## config.mk

```make
export PLATFORM = sky130hd
export DESIGN_NAME = countdown_timer
export DESIGN_NICKNAME = d
export VERILOG_FILES = /design/src/rtl/countdown_timer.sv
export SDC_FILE = /design/constraint.sdc
export NUM_CORES = 1
export LEC_CHECK = 0
export CAP_MARGIN = 10
export CORE_ASPECT_RATIO = 1.5
export CORE_MARGIN = 2
export CORE_UTILIZATION = 26
export DETAILED_ROUTE_END_ITERATION = 10
export GPL_ROUTABILITY_DRIVEN = 0
export GPL_TIMING_DRIVEN = 0
export SYNTH_ARGS = -nofsm -noshare
export SYNTH_HDL_FRONTEND = slang
export SYNTH_SLANG_ARGS = --single-unit
```

## constraint.sdc

```tcl
create_clock -name clk -period 2.5 [get_ports clk]
set_clock_uncertainty 0.2 [all_clocks]
set_input_delay 0.25 -clock clk [delete_from_list [all_inputs] [get_ports clk]]
set_output_delay 0.25 -clock clk [all_outputs]
set_load 0.02 [all_outputs]
```

## src/rtl/countdown_timer.sv

```systemverilog
// Minutes/seconds countdown timer with load, start/stop control and a sticky expiry flag.
// One-second ticks come from a prescaler that divides clk by TICK_DIV while running.
module countdown_timer #(
  parameter int unsigned TICK_DIV = 1
) (
  input  logic       clk,
  input  logic       reset_n,
  input  logic       load,
  input  logic [5:0] set_min,
  input  logic [5:0] set_sec,
  input  logic       start,
  input  logic       stop,
  output logic [5:0] min,
  output logic [5:0] sec,
  output logic       running,
  output logic       done,
  output logic       done_pulse
);

  localparam int unsigned PW = 16;
  localparam logic [PW-1:0] TICK_LAST = PW'(TICK_DIV - 1);
  localparam logic [5:0] MAX_VAL = 6'd59;

  localparam logic [1:0] IDLE  = 2'd0;
  localparam logic [1:0] RUN   = 2'd1;
  localparam logic [1:0] PAUSE = 2'd2;
  localparam logic [1:0] DONE  = 2'd3;

  logic [1:0]    state, state_nxt;
  logic [PW-1:0] presc, presc_nxt;
  logic [5:0]    min_nxt, sec_nxt;
  logic          running_nxt, done_nxt, done_pulse_nxt;
  logic          tick, count_nonzero;

  assign tick          = (presc == TICK_LAST);
  assign count_nonzero = (min != 6'd0) || (sec != 6'd0);

  // Next-state and next-output logic; load dominates, then start/stop, then tick.
  always_comb begin
    state_nxt      = state;
    presc_nxt      = presc;
    min_nxt        = min;
    sec_nxt        = sec;
    done_nxt       = done;
    done_pulse_nxt = 1'b0;

    if (load) begin
      state_nxt = IDLE;
      min_nxt   = (set_min > MAX_VAL) ? MAX_VAL : set_min;
      sec_nxt   = (set_sec > MAX_VAL) ? MAX_VAL : set_sec;
      done_nxt  = 1'b0;
      presc_nxt = '0;
    end else begin
      case (state)
        IDLE, PAUSE: begin
          if (start) begin
            if (count_nonzero) begin
              state_nxt = RUN;
              presc_nxt = '0;
            end else begin
              state_nxt      = DONE;
              done_nxt       = 1'b1;
              done_pulse_nxt = 1'b1;
            end
          end
        end
        RUN: begin
          if (stop) begin
            state_nxt = PAUSE;
          end else if (tick) begin
            presc_nxt = '0;
            if (sec != 6'd0) begin
              sec_nxt = sec - 6'd1;
            end else if (min != 6'd0) begin
              sec_nxt = MAX_VAL;
              min_nxt = min - 6'd1;
            end
            // Final tick lands on 00:00 and expires on the same edge.
            if (min == 6'd0 && sec <= 6'd1) begin
              state_nxt      = DONE;
              done_nxt       = 1'b1;
              done_pulse_nxt = 1'b1;
            end
          end else begin
            presc_nxt = presc + PW'(1);
          end
        end
        default: ;
      endcase
    end

    running_nxt = (state_nxt == RUN);
  end

  always_ff @(posedge clk or negedge reset_n) begin
    if (!reset_n) begin
      state      <= IDLE;
      presc      <= '0;
      min        <= 6'd0;
      sec        <= 6'd0;
      running    <= 1'b0;
      done       <= 1'b0;
      done_pulse <= 1'b0;
    end else begin
      state      <= state_nxt;
      presc      <= presc_nxt;
      min        <= min_nxt;
      sec        <= sec_nxt;
      running    <= running_nxt;
      done       <= done_nxt;
      done_pulse <= done_pulse_nxt;
    end
  end

endmodule

```

==> metrics.md <==
| Metric | Value |
|---|---|
| Final WL | `5620 um` |
| Crit. End Element | `flip-flop` |
| R2R Setup Slk | `0.13 ns` |
| Final setup TNS | `0 ns` |
| WP data required | `2.42 ns` |
| Fin nets | `298` |
| Yosys reg bits | `33` |
| Post-CTS setup buffer count | `0` |
| Peak Freq | `422 MHz` |
| 1st-iter DRT viols | `126` |
| Pins Over Slew Limit | `0` |
| Port bufs | `30` |
| Hold Vio Cnt, Final | `0` |
| Hold wc startpoint | `load` |
| Post-Synthesis Cells | `236` |
| DP HPWL | `4040 um` |
| Maxcap violations | `0` |
| Root Buffer | `clkbuf_16` |
| Chip width | `77.2 um` |
| Core area | `7910 um2` |
| Initial DRT Pass Iterations | `4` |
| Cell depth of the worst hold path | `3` |
| Top_reg_cell synth | `dfrtp_1` |
| Post-synthesis sequential area ratio | `39.6%` |
| CP max FO | `5` |
| Ys async rst share | `100%` |
| Rows | `40` |
| Clk slew on worst S/H paths | `0.05 ns` |
| Number of synthesized flops with an enable pin | `0` |
| Cell Area, Placed | `2510 um2` |
| Grt ovf | `0` |
| CTS Buffer Depth | `2` |
| Headroom to the max-slew limit | `49.7%` |
| HP Class | `input port to flip-flop` |
| Syn_nets | `260` |
| Netlist cell types | `47` |
| Area grow syn2layout | `27.8%` |
| Yosys warning total | `0` |
| Crit path launch type | `flip-flop` |
| IO Count | `32` |
| Tightest Pin Transition | `0.754 ns` |
| Clk Latency, worst-skew pair | `0.28 ns` |
| R2r startpoint | `min[0]` |
| Initial core utilization | `26.4%` |
| Final period util | `94.7%` |
| Initial antenna violation count | `0` |
| Fin crit period | `2.37 ns` |
| Slowest cell on crit path | `or4b_4` |
| Reg2Reg Depth | `7` |
| Min-Delay Endpoint | `min[0]` |
| Crit path from | `min[0]` |
| Overall power | `1.43 mW` |
| DRC Markers | `0` |
| Final setup violation count | `0` |
| PwrDens | `537 nW/um2` |
| Vias in the first global route | `2026` |
| CTS tree | `yes` |
| CP peak stage delay | `0.51 ns` |
| Largest net degree at the start of global routing | `34` |
| Clock Sinks | `33` |
| Share of cells above drive strength 1 | `10.5%` |
| ANT nets after route | `0` |
| CTS Buf Count | `5` |
| First-pass GRT wire length | `9510 um` |
| Reg-to-Reg End | `running` |
| Drt wl/cell | `14.8 um` |
| Finished Cell Area | `2670 um2` |
| Diode count | `0` |
| Syn Area/Cell | `8.84 um2` |
| Leakage dissipation | `1.04 nW` |
| Via count | `1940` |
| Worst Path Arrival | `2.29 ns` |
| Peak supply drop | `0.333 mV` |
| GRT Util Overall | `13.2%` |
| H-tree levels | `2` |
| Crit Path Category | `flip-flop to flip-flop` |
| Vias/cell | `5.11` |
| Die area | `8770 um2` |
| Status | `finished clean` |
| Die height | `114 um` |
| RSZ-0062 raised after global routing | `no` |
| Synthesized area | `2090 um2` |
| Crit-path cells | `inv_1 -> ha_1 -> or4b_4 -> nor4_1 -> nand2_1 -> a21oi_1 -> a2111oi_0` |
-- layout by cell type (no fill, tap or decap), types with 4 or more instances in the layout --
cell,instances
dfrtp_1,33
clkdlybuf4s50_1,29
nand2_1,27
nor2_1,16
o21ai_1,14
nor3_1,12
nand4_1,10
o21ai_0,10
a21oi_1,9
nand3_1,9
inv_1,8
o31ai_1,7
ha_1,7
nor4_1,6
buf_2,6
nor3b_1,6
clkbuf_1,5
clkbuf_16,5
and3_1,4
mux2i_1,4
-- stage by stage --
step | setup WS [ns] | instances | hold WS (ns) | utilization, %
finish | 0.133 | 380 | 0.259 | 33.7
global route | 0.0133 | 380 | 0.307 | 33.7
detailed placement | -0.0207 | 371 | 0.176 | 31.8
global placement | -0.00929 | 371 | 0.301 | 31.9
floorplan | 0.201 | 236 | -0.246 | -
CTS | 0.0758 | 380 | 0.260 | 33.7
-- repair_timing --
action | in CTS | in global routing
gates resized for setup | 0 | 4
setup endpoints to repair | 0 | 4
hold buffers | 1 | 0
hold endpoints to repair | 33 | 0
-- routing by layer --
layer	part of all wire, %	vias to the layer above	global-route usage, %	routed length (um)
li1	-	947	-	-
met1	42	927	15.3	2350
met2	52	58	24.1	2940
met3	4.1	8	2.45	230
met4	1.8	0	4.76	103
met5	0	-	0	0
-- cell families (layout without fill, tap and decap cells) --
family,count (synthesis),after routing,share of synthesized area (%)
simple gates,109,109,29.3
compound gates,57,57,18.0
flops,33,33,39.6
buf+inv,19,58,3.78
fa+ha+maj,7,7,4.20
mux,6,6,3.00
xor+xnor,5,5,2.10
-- Yosys cell counts, types with 4 or more instances --
cell	number	area [um2]
dfrtp_1	33	826
nand2_1	27	101
nor2_1	17	63.8
o21ai_1	13	65.1
nor3_1	12	60.1
o21ai_0	11	55.1
nand4_1	10	62.6
a21oi_1	9	45.0
nand3_1	9	45.0
inv_1	8	30.0
ha_1	7	87.6
o31ai_1	7	52.6
buf_2	6	30.0
nor3b_1	6	45.0
nor4_1	6	37.5
and3_1	4	25.0
clkbuf_1	4	15.0
mux2i_1	4	40.0
-- sequential cells by signal (all words and copies together), names as in the netlist --
register and count:
sec 6, presc 16, state 2, running 1, min 6, done_pulse 1, done 1
-- critical path: cells and delay by family (launching register included) --
family	cells	cell delay, ns
adder cells (fa/ha/maj)	1	0.15
flip-flops	1	0.40
buffers and inverters	1	0.12
AO/OA/AOI/OAI	2	0.30
AND/OR/NAND/NOR	3	1.03
-- power by group --
group	internal [mW]	switching (mW)	leakage, nW
Sequential	0.558	0.0358	0.432
Combinational	0.113	0.134	0.541
Clock	0.365	0.225	0.0706
-- cell type report --
class	instances	area [um2]
Timing Repair Buffer	31	305
Fill cell	876	5240
Buffer	10	47.5
Inverter	9	33.8
Clock buffer	6	129
Tap cell	105	131
Sequential cell	33	826
Clock inverter	2	10.0
Multi-Input combinational cell	184	1180
-- worst max path at each step --
stage / end / slack [ns] / cells past startpoint
6_report: running / 0.13 / 7
5_1_grt: presc[13] / 0.01 / 9
4_1_cts: presc[3] / 0.08 / 8
3_5_place_dp: presc[3] / -0.02 / 7
3_3_place_gp: presc[9] / -0.009 / 7
2_1_floorplan: sec[0] / 0.20 / 6
Note: power is estimated with default switching activity, not from simulation.
